### config.mk
export PLATFORM = sky130hd
export DESIGN_NAME = bubble_output_sequencer_flat
export DESIGN_NICKNAME = d
export VERILOG_FILES = /design/src/rtl/bubble_output_sequencer_pkg.sv /design/src/rtl/bubble_output_sequencer_if.sv /design/src/rtl/bubble_output_sequencer_tick_gen.sv /design/src/rtl/bubble_output_sequencer.sv /design/src/flat_wrapper.sv
export SDC_FILE = /design/constraint.sdc
export NUM_CORES = 1
export LEC_CHECK = 0
export CORE_MARGIN = 2
export CORE_UTILIZATION = 54
export DETAILED_ROUTE_END_ITERATION = 7
export PLACE_DENSITY = 0.89
export REMOVE_ABC_BUFFERS = 1
export SETUP_SLACK_MARGIN = 0.05
export SYNTH_ARGS = -nofsm -noshare
export SYNTH_HDL_FRONTEND = slang
export SYNTH_SLANG_ARGS = --single-unit
### constraint.sdc
create_clock -name MCLK -period 6 [get_ports MCLK]
set_input_delay 1.2 -clock MCLK [delete_from_list [all_inputs] [get_ports MCLK]]
set_output_delay 1.2 -clock MCLK [all_outputs]
set_load 0.1 [all_outputs]
### src/rtl/bubble_output_sequencer_pkg.sv
// Shared definitions for the bubble output sequencer slice.
// Holds access type codes, the idle cycle-number value, default timing and
// length parameters, the FSM state encoding and a phase window helper.
package bubble_output_sequencer_pkg;

    // Access type codes as seen on ACCTYPE / REQTYPE
    localparam logic [2:0] ACC_IDLE = 3'b000;
    localparam logic [2:0] ACC_BOOT = 3'b110;
    localparam logic [2:0] ACC_USER = 3'b111;

    // BOUTCYCLENUM value presented while no access is running
    localparam logic [12:0] BOUT_IDLE_ADDR = 13'd8191;

    // Default timing (48 MHz MCLK, 10 us bubble cycle) and access lengths
    localparam int unsigned CYCLE_DIV_DEF = 480;
    localparam int unsigned TICK1_POS_DEF = 240;
    localparam int unsigned TICK_W_DEF    = 24;
    localparam int unsigned BOOT_LEN_DEF  = 4106;
    localparam int unsigned PAGE_LEN_DEF  = 584;

    typedef enum logic [1:0] {
        ST_IDLE   = 2'b00,
        ST_LOAD   = 2'b01,
        ST_RUN    = 2'b10,
        ST_FINISH = 2'b11
    } state_e;

    // True when ph lies in [lo, lo+w); written as a difference so the
    // upper bound cannot overflow the 9-bit phase width.
    function automatic logic in_window(input logic [8:0] ph,
                                       input logic [8:0] lo,
                                       input logic [8:0] w);
        return (ph >= lo) && ((ph - lo) < w);
    endfunction

endpackage

### src/rtl/bubble_output_sequencer_if.sv
// Access/loader/buffer signal bundle of the bubble output sequencer.
//   master : front end + page loader side (drives requests and LOADACK)
//   slave  : the sequencer itself (drives LOADREQ and the buffer read side)
interface bubble_output_sequencer_if;
    logic        START;
    logic [2:0]  REQTYPE;
    logic [11:0] REQPOS;
    logic        ABORT;
    logic        LOADREQ;
    logic [11:0] LOADPOS;
    logic        LOADACK;
    logic [2:0]  ACCTYPE;
    logic [12:0] BOUTCYCLENUM;
    logic [11:0] ABSPOS;
    logic [1:0]  BOUTTICKS;
    logic        BUSY;
    logic        DONE;

    modport master (
        output START, REQTYPE, REQPOS, ABORT, LOADACK,
        input  LOADREQ, LOADPOS, ACCTYPE, BOUTCYCLENUM, ABSPOS, BOUTTICKS, BUSY, DONE
    );

    modport slave (
        input  START, REQTYPE, REQPOS, ABORT, LOADACK,
        output LOADREQ, LOADPOS, ACCTYPE, BOUTCYCLENUM, ABSPOS, BOUTTICKS, BUSY, DONE
    );
endinterface

### src/rtl/bubble_output_sequencer_tick_gen.sv
// bubble_tick_gen: phase counter for one bubble cycle plus the two registered
// tick pulses.
//   MCLK, nRESET : clock, asynchronous active-low reset
//   run_now      : sequencer is in RUN this clock
//   run_next     : sequencer will be in RUN next clock
//   ticks        : [0] cycle-start tick, [1] read tick (registered)
//   cycle_end    : phase is CYCLE_DIV-1 while running
//   phase0       : phase is 0 while running
module bubble_tick_gen
    import bubble_output_sequencer_pkg::*;
#(
    parameter int unsigned CYCLE_DIV = CYCLE_DIV_DEF,
    parameter int unsigned TICK1_POS = TICK1_POS_DEF,
    parameter int unsigned TICK_W    = TICK_W_DEF
) (
    input  logic       MCLK,
    input  logic       nRESET,
    input  logic       run_now,
    input  logic       run_next,
    output logic [1:0] ticks,
    output logic       cycle_end,
    output logic       phase0
);

    localparam logic [8:0] PH_LAST  = 9'(CYCLE_DIV - 1);
    localparam logic [8:0] T1_START = 9'(TICK1_POS);
    localparam logic [8:0] T_WIDTH  = 9'(TICK_W);

    if (TICK_W > TICK1_POS) begin : g_chk_tick_w
        $error("bubble_tick_gen: TICK_W must not exceed TICK1_POS");
    end
    if (TICK1_POS + TICK_W > CYCLE_DIV - 1) begin : g_chk_tick1_end
        $error("bubble_tick_gen: read tick must end before the last phase");
    end

    logic [8:0] phase_r;
    logic [8:0] phase_next_s;
    logic [1:0] ticks_r;
    logic [1:0] ticks_next_s;

    // Next phase and tick values; ticks are decoded from the next phase so
    // the registered pulse lines up exactly with the phase it belongs to.
    always_comb begin
        phase_next_s = 9'd0;
        ticks_next_s = 2'b00;
        if (run_next && run_now && (phase_r != PH_LAST)) begin
            phase_next_s = phase_r + 9'd1;
        end else begin
            phase_next_s = 9'd0;
        end
        if (run_next) begin
            ticks_next_s[0] = in_window(phase_next_s, 9'd0, T_WIDTH);
            ticks_next_s[1] = in_window(phase_next_s, T1_START, T_WIDTH);
        end else begin
            ticks_next_s = 2'b00;
        end
    end

    // Phase counter and tick output registers
    always_ff @(posedge MCLK or negedge nRESET) begin
        if (!nRESET) begin
            phase_r <= 9'd0;
            ticks_r <= 2'b00;
        end else begin
            phase_r <= phase_next_s;
            ticks_r <= ticks_next_s;
        end
    end

    assign ticks     = ticks_r;
    assign cycle_end = run_now && (phase_r == PH_LAST);
    assign phase0    = run_now && (phase_r == 9'd0);

endmodule

### src/rtl/bubble_output_sequencer.sv
// bubble_output_sequencer: drives the bubble buffer read side for one access
// (bootloader stream or one user page), requesting a page load first for
// user accesses.
//   MCLK, nRESET : 48 MHz clock, asynchronous active-low reset
//   bus (slave)  : START/REQTYPE/REQPOS/ABORT from the front end,
//                  LOADREQ/LOADPOS/LOADACK with the page loader,
//                  ACCTYPE/BOUTCYCLENUM/ABSPOS/BOUTTICKS to the buffer,
//                  BUSY/DONE status
module bubble_output_sequencer
    import bubble_output_sequencer_pkg::*;
#(
    parameter int unsigned CYCLE_DIV = CYCLE_DIV_DEF,
    parameter int unsigned TICK1_POS = TICK1_POS_DEF,
    parameter int unsigned TICK_W    = TICK_W_DEF,
    parameter int unsigned BOOT_LEN  = BOOT_LEN_DEF,
    parameter int unsigned PAGE_LEN  = PAGE_LEN_DEF
) (
    input  logic                         MCLK,
    input  logic                         nRESET,
    bubble_output_sequencer_if.slave     bus
);

    localparam logic [12:0] BOOT_LAST = 13'(BOOT_LEN - 1);
    localparam logic [12:0] PAGE_LAST = 13'(PAGE_LEN - 1);

    state_e      state_r;
    state_e      next_state_s;

    logic        loadreq_r,  loadreq_s;
    logic [11:0] loadpos_r,  loadpos_s;
    logic [2:0]  acctype_r,  acctype_s;
    logic [12:0] cycnum_r,   cycnum_s;
    logic [11:0] abspos_r,   abspos_s;
    logic        busy_r,     busy_s;
    logic        done_r,     done_s;

    logic        abort_pend_r;
    logic        last_cycle_r;
    logic        abort_s;
    logic        start_boot_s;
    logic        start_user_s;
    logic        run_now_s;
    logic        run_next_s;
    logic        cycle_end_s;
    logic        phase0_s;
    logic [12:0] last_idx_s;

    assign start_boot_s = bus.START && (bus.REQTYPE == ACC_BOOT);
    assign start_user_s = bus.START && (bus.REQTYPE == ACC_USER);
    assign run_now_s    = (state_r == ST_RUN);
    assign run_next_s   = (next_state_s == ST_RUN);
    // An abort seen at any phase of the cycle is honoured at its last phase
    assign abort_s      = bus.ABORT || abort_pend_r;
    assign last_idx_s   = (acctype_r == ACC_USER) ? PAGE_LAST : BOOT_LAST;

    bubble_tick_gen #(
        .CYCLE_DIV (CYCLE_DIV),
        .TICK1_POS (TICK1_POS),
        .TICK_W    (TICK_W)
    ) u_tick_gen (
        .MCLK      (MCLK),
        .nRESET    (nRESET),
        .run_now   (run_now_s),
        .run_next  (run_next_s),
        .ticks     (bus.BOUTTICKS),
        .cycle_end (cycle_end_s),
        .phase0    (phase0_s)
    );

    // FSM state register
    always_ff @(posedge MCLK or negedge nRESET) begin
        if (!nRESET) begin
            state_r <= ST_IDLE;
        end else begin
            state_r <= next_state_s;
        end
    end

    // FSM next-state logic
    always_comb begin
        next_state_s = state_r;
        case (state_r)
            ST_IDLE: begin
                if (start_boot_s) begin
                    next_state_s = ST_RUN;
                end else if (start_user_s) begin
                    next_state_s = ST_LOAD;
                end else begin
                    next_state_s = ST_IDLE;
                end
            end
            ST_LOAD: begin
                if (bus.ABORT) begin
                    next_state_s = ST_IDLE;
                end else if (bus.LOADACK) begin
                    next_state_s = ST_RUN;
                end else begin
                    next_state_s = ST_LOAD;
                end
            end
            ST_RUN: begin
                if (cycle_end_s && abort_s) begin
                    next_state_s = ST_IDLE;
                end else if (cycle_end_s && last_cycle_r) begin
                    next_state_s = ST_FINISH;
                end else begin
                    next_state_s = ST_RUN;
                end
            end
            ST_FINISH: next_state_s = ST_IDLE;
            default:   next_state_s = ST_IDLE;
        endcase
    end

    // FSM output logic: next values of the registered outputs
    always_comb begin
        loadreq_s = loadreq_r;
        loadpos_s = loadpos_r;
        acctype_s = acctype_r;
        cycnum_s  = cycnum_r;
        abspos_s  = abspos_r;
        busy_s    = busy_r;
        done_s    = 1'b0;
        case (state_r)
            ST_IDLE: begin
                if (start_boot_s) begin
                    busy_s    = 1'b1;
                    acctype_s = ACC_BOOT;
                    abspos_s  = 12'd0;
                    cycnum_s  = 13'd0;
                end else if (start_user_s) begin
                    busy_s    = 1'b1;
                    loadreq_s = 1'b1;
                    loadpos_s = bus.REQPOS;
                    abspos_s  = bus.REQPOS;
                end else begin
                    busy_s    = 1'b0;
                end
            end
            ST_LOAD: begin
                if (bus.ABORT) begin
                    loadreq_s = 1'b0;
                    busy_s    = 1'b0;
                end else if (bus.LOADACK) begin
                    loadreq_s = 1'b0;
                    acctype_s = ACC_USER;
                    cycnum_s  = 13'd0;
                end else begin
                    loadreq_s = 1'b1;
                end
            end
            ST_RUN: begin
                if (cycle_end_s && abort_s) begin
                    acctype_s = ACC_IDLE;
                    cycnum_s  = BOUT_IDLE_ADDR;
                    busy_s    = 1'b0;
                end else if (cycle_end_s && last_cycle_r) begin
                    done_s    = 1'b1;
                end else if (cycle_end_s) begin
                    cycnum_s  = cycnum_r + 13'd1;
                end else begin
                    cycnum_s  = cycnum_r;
                end
            end
            ST_FINISH: begin
                acctype_s = ACC_IDLE;
                cycnum_s  = BOUT_IDLE_ADDR;
                busy_s    = 1'b0;
                loadreq_s = 1'b0;
            end
            default: begin
                loadreq_s = 1'b0;
                acctype_s = ACC_IDLE;
                cycnum_s  = BOUT_IDLE_ADDR;
                busy_s    = 1'b0;
            end
        endcase
    end

    // Registered outputs
    always_ff @(posedge MCLK or negedge nRESET) begin
        if (!nRESET) begin
            loadreq_r <= 1'b0;
            loadpos_r <= 12'd0;
            acctype_r <= ACC_IDLE;
            cycnum_r  <= BOUT_IDLE_ADDR;
            abspos_r  <= 12'd0;
            busy_r    <= 1'b0;
            done_r    <= 1'b0;
        end else begin
            loadreq_r <= loadreq_s;
            loadpos_r <= loadpos_s;
            acctype_r <= acctype_s;
            cycnum_r  <= cycnum_s;
            abspos_r  <= abspos_s;
            busy_r    <= busy_s;
            done_r    <= done_s;
        end
    end

    // Pending abort; cleared at each cycle boundary and outside RUN
    always_ff @(posedge MCLK or negedge nRESET) begin
        if (!nRESET) begin
            abort_pend_r <= 1'b0;
        end else if (run_now_s && !cycle_end_s) begin
            abort_pend_r <= abort_pend_r || bus.ABORT;
        end else begin
            abort_pend_r <= 1'b0;
        end
    end

    // Last-cycle flag, evaluated once per cycle at phase 0 so the wide
    // equality compare is off the cycle-end decision path.
    always_ff @(posedge MCLK or negedge nRESET) begin
        if (!nRESET) begin
            last_cycle_r <= 1'b0;
        end else if (!run_now_s) begin
            last_cycle_r <= 1'b0;
        end else if (phase0_s) begin
            last_cycle_r <= (cycnum_r == last_idx_s);
        end else begin
            last_cycle_r <= last_cycle_r;
        end
    end

    assign bus.LOADREQ      = loadreq_r;
    assign bus.LOADPOS      = loadpos_r;
    assign bus.ACCTYPE      = acctype_r;
    assign bus.BOUTCYCLENUM = cycnum_r;
    assign bus.ABSPOS       = abspos_r;
    assign bus.BUSY         = busy_r;
    assign bus.DONE         = done_r;

endmodule

### src/flat_wrapper.sv
// flat-port wrapper written by rule: the top's interface ports become plain ports
module bubble_output_sequencer_flat import bubble_output_sequencer_pkg::*;
#(
    parameter int unsigned CYCLE_DIV = CYCLE_DIV_DEF,
    parameter int unsigned TICK1_POS = TICK1_POS_DEF,
    parameter int unsigned TICK_W    = TICK_W_DEF,
    parameter int unsigned BOOT_LEN  = BOOT_LEN_DEF,
    parameter int unsigned PAGE_LEN  = PAGE_LEN_DEF
)
  (MCLK, nRESET, bus_START, bus_REQTYPE, bus_REQPOS, bus_ABORT, bus_LOADACK, bus_LOADREQ, bus_LOADPOS, bus_ACCTYPE, bus_BOUTCYCLENUM, bus_ABSPOS, bus_BOUTTICKS, bus_BUSY, bus_DONE);
  bubble_output_sequencer_if bus_i ();
  input  logic MCLK;
  input  logic nRESET;
  input wire logic [$bits(bus_i.START)-1:0] bus_START;
  input wire logic [$bits(bus_i.REQTYPE)-1:0] bus_REQTYPE;
  input wire logic [$bits(bus_i.REQPOS)-1:0] bus_REQPOS;
  input wire logic [$bits(bus_i.ABORT)-1:0] bus_ABORT;
  input wire logic [$bits(bus_i.LOADACK)-1:0] bus_LOADACK;
  output wire logic [$bits(bus_i.LOADREQ)-1:0] bus_LOADREQ;
  output wire logic [$bits(bus_i.LOADPOS)-1:0] bus_LOADPOS;
  output wire logic [$bits(bus_i.ACCTYPE)-1:0] bus_ACCTYPE;
  output wire logic [$bits(bus_i.BOUTCYCLENUM)-1:0] bus_BOUTCYCLENUM;
  output wire logic [$bits(bus_i.ABSPOS)-1:0] bus_ABSPOS;
  output wire logic [$bits(bus_i.BOUTTICKS)-1:0] bus_BOUTTICKS;
  output wire logic [$bits(bus_i.BUSY)-1:0] bus_BUSY;
  output wire logic [$bits(bus_i.DONE)-1:0] bus_DONE;
  assign bus_i.START = bus_START;
  assign bus_i.REQTYPE = bus_REQTYPE;
  assign bus_i.REQPOS = bus_REQPOS;
  assign bus_i.ABORT = bus_ABORT;
  assign bus_i.LOADACK = bus_LOADACK;
  assign bus_LOADREQ = bus_i.LOADREQ;
  assign bus_LOADPOS = bus_i.LOADPOS;
  assign bus_ACCTYPE = bus_i.ACCTYPE;
  assign bus_BOUTCYCLENUM = bus_i.BOUTCYCLENUM;
  assign bus_ABSPOS = bus_i.ABSPOS;
  assign bus_BOUTTICKS = bus_i.BOUTTICKS;
  assign bus_BUSY = bus_i.BUSY;
  assign bus_DONE = bus_i.DONE;
  bubble_output_sequencer #(.CYCLE_DIV(CYCLE_DIV), .TICK1_POS(TICK1_POS), .TICK_W(TICK_W), .BOOT_LEN(BOOT_LEN), .PAGE_LEN(PAGE_LEN)) u_core (.MCLK(MCLK), .nRESET(nRESET), .bus(bus_i));
endmodule
==> results by group <==
Critical path
  – Worst path max stage delay: roughly 1.2 ns
  – Crit path max fanout: 9
  – WP data required: 4.80 ns
  – Cells along the critical path: clkdlybuf4s50_1
  – Crit end category: output pin
  – Crit Path Class: flop to output pin
  – R2R setup slack: 3.34 ns
  – Slowest stage cell on the critical path: clkdlybuf4s50_1
  – Crit path max-delay family: buffers and inverters
  – Arrival time worst endpoint: 2.10 ns
  – Crit start category: flop
  – CP bufs+invs: 1

STA
  – Slew Viols, Final: 0
  – Final worst-path cycle share: 55.0%
  – RSZ-0062 raised after global routing: false
  – Final setup vio count: 0
  – Setup TNS: 0 ns
  – Clock Skew: slightly above 0.007 ns
  – Worst slew pin tran: 0.995 ns
  – Final Hold Fails: 0
  – Final critical-path required period: around 3.3 ns
  – Fmax: 303 MHz
  – Relative slew slack: 33.5%

Global routing
  – Vias in the first global route: 2,356
  – Total GRT Usage: between 20% and 30%
  – First-pass GRT wire length: 11.3 mm
  – Initial antenna violation count: 0
  – Largest net degree at the start of global routing: 58
  – Total grt overflow: 0

Synth
  – Post-synth top flop: dfrtp_1
  – Synthesized area per cell: 10.3 um^2
  – Post-synth EDFFs: 0
  – Distinct cells, synth: 55
  – Flops & latches, synth: 57
  – Synth warn: 0
  – Sequential fraction of the synthesis area: between 50% and 60%
  – Ys async rst share: 100%
  – Synthesized instance count: between 200 and 300
  – Cell area after synthesis: 2880 um^2

Clock network
  – Clock Latency Late Sink: 0.34 ns
  – CTS root buffer: clkbuf_8
  – CTS resizes: 0
  – CTS buffer count: 9
  – H-tree Lvls: 3
  – Clock sinks: 57
  – Hold_buf cts: 0
  – Clock transition at path regs: 0.06 ns
  – CTS tree: done
  – CTS Buffer Depth: 2
  – Setup Buffers After CTS: 0

Route
  – ANT nets after route: 0
  – WL final: 6.82 mm
  – Routed wire per std cell: 16.4 um
  – Vias: about 2,500
  – DR DRC count: 0
  – First-pass detailed-route iteration total: 4
  – DR iter-0 viols: about 360
  – Vias per cell: 5.89

Die
  – Die Y: 77.0 um
  – IO Pins: 65
  – CORE AREA: 5140 um^2
  – Die Footprint: around 5900 um^2
  – Num rows: 26
  – Initial Util: between 50% and 60%
  – Die Span X: around 77 um

Cells and area
  – Multi-input logic area: roughly 1300 um^2
  – Area Overhead vs Synth: 31.6%
  – Layout cells sized above 1: 14.7%
  – Most frequent cells in the layout: 63 x clkdlybuf4s50_1, 44 x dfrtp_1, 28 x a21oi_1, 25 x nand2_1, 19 x nor2_1
  – Seq. cell area: 1440 um^2
  – Final nets: 365
  – Fill count: 399
  – Most common cell after layout, fill and taps aside: clkdlybuf4s50_1
  – Diodes inserted: 0

Flow run
  – Maximum capacitance violations: 0

Placement
  – IO buf count: 64
  – Gpl congestion: 0.941
  – DP HPWL: roughly 4.6 mm

Worst hold path
  – Hold Path Class: flop to flop

Status
  – Run status: complete, no violations
state kept, by name (all words and copies together), names as in the netlist:
| signal | flops |
|---|---|
| u_core.bus.BOUTCYCLENUM | 13 |
| u_core.bus.ABSPOS | 12 |
| u_core.bus.LOADPOS | 12 |
| u_core.u_tick_gen.phase_r | 9 |
| u_core.bus.ACCTYPE | 2 |
| u_core.state_r | 2 |
| u_core.u_tick_gen.ticks | 2 |
| u_core.abort_pend_r | 1 |
| u_core.bus.BUSY | 1 |
| u_core.bus.DONE | 1 |
| u_core.bus.LOADREQ | 1 |
| u_core.last_cycle_r | 1 |
path summary, 6_finish.rpt:
| kind | from | endpoint | cells after the start |
|---|---|---|---|
| worst max register to register | u_core.state_r[1] | u_core.u_tick_gen.ticks[1] | 7 |
| min in group asynchronous | nRESET | u_core.bus.ABSPOS[5] | 2 |
| worst min register to register | u_core.bus.LOADPOS[9] | u_core.bus.LOADPOS[9] | 1 |
| worst min-delay path | u_core.bus.LOADPOS[9] | u_core.bus.LOADPOS[9] | 1 |
| max in group asynchronous | nRESET | u_core.last_cycle_r | 2 |
| worst max-delay path | u_core.bus.BOUTCYCLENUM[3] | bus_BOUTCYCLENUM[3] | 1 |
synth_stat cells, types with 2 or more instances:
cell	number	share of area, %
nand4_1	3	0.65
nand4b_1	3	0.91
a21oi_1	28	4.9
dfstp_2	13	12
a21o_1	6	1.6
o21a_1	2	0.52
buf_4	2	0.52
dfrtp_1	44	38
clkbuf_1	9	1.2
o31ai_1	4	1.0
nand3b_1	4	1.0
nor4_1	3	0.65
and3_1	2	0.43
nor4b_1	2	0.61
a41o_1	2	0.70
nand2_1	25	3.3
mux2_2	13	5.1
nor3_1	3	0.52
a22o_1	12	3.6
nor2_1	19	2.5
nand2b_1	4	0.87
ha_1	4	1.7
xnor2_1	5	1.5
and4_1	2	0.61
nand3_1	11	1.9
o21ai_0	14	2.4
inv_1	9	1.2
buf_2	5	0.87
kinds of logic (layout without fill, tap and decap cells):
kind of cell    after synthesis  count (layout)  share of synthesized area (%)
mux                          15              15                           6.21
compound gates               81              81                           18.8
simple gates                 92              92                           17.6
fa+ha+maj                     4               4                           1.74
buf+inv                      25              91                           3.74
xor+xnor                      6               6                           1.82
flops                        57              57                           50.1
cell type report:
cell class	count	area share [%]
Clock inverter	5	2.74
Timing Repair Buffer	66	17.2
Multi-Input combinational cell	198	35.1
Tap cell	70	2.31
Inverter	9	0.891
Sequential cell	57	38.1
Clock buffer	11	3.73
metrics by stage:
step	setup slack, ns	instance area [um^2]	hold slack [ns]	cells	utilization (%)
floorplan	2.72	2810	0.475	264	-
global placement	2.72	3540	0.462	400	69.0
detailed placement	2.61	3540	0.492	400	69.0
CTS	2.68	3790	0.511	416	73.7
global route	2.65	3790	0.522	416	73.7
finish	2.70	3790	0.512	416	73.7
per-layer routing:
layer	vias to the layer above	track usage, %	part of all wire, %
li1	1147	-	-
met1	1173	31.0	43
met2	122	37.0	47
met3	10	8.35	9.4
met4	0	12.1	1.4
met5	-	0	0
Power is left out: the tool's default activity adds up to more than one toggle a clock period on the data nets, which glitch-free logic cannot reach.
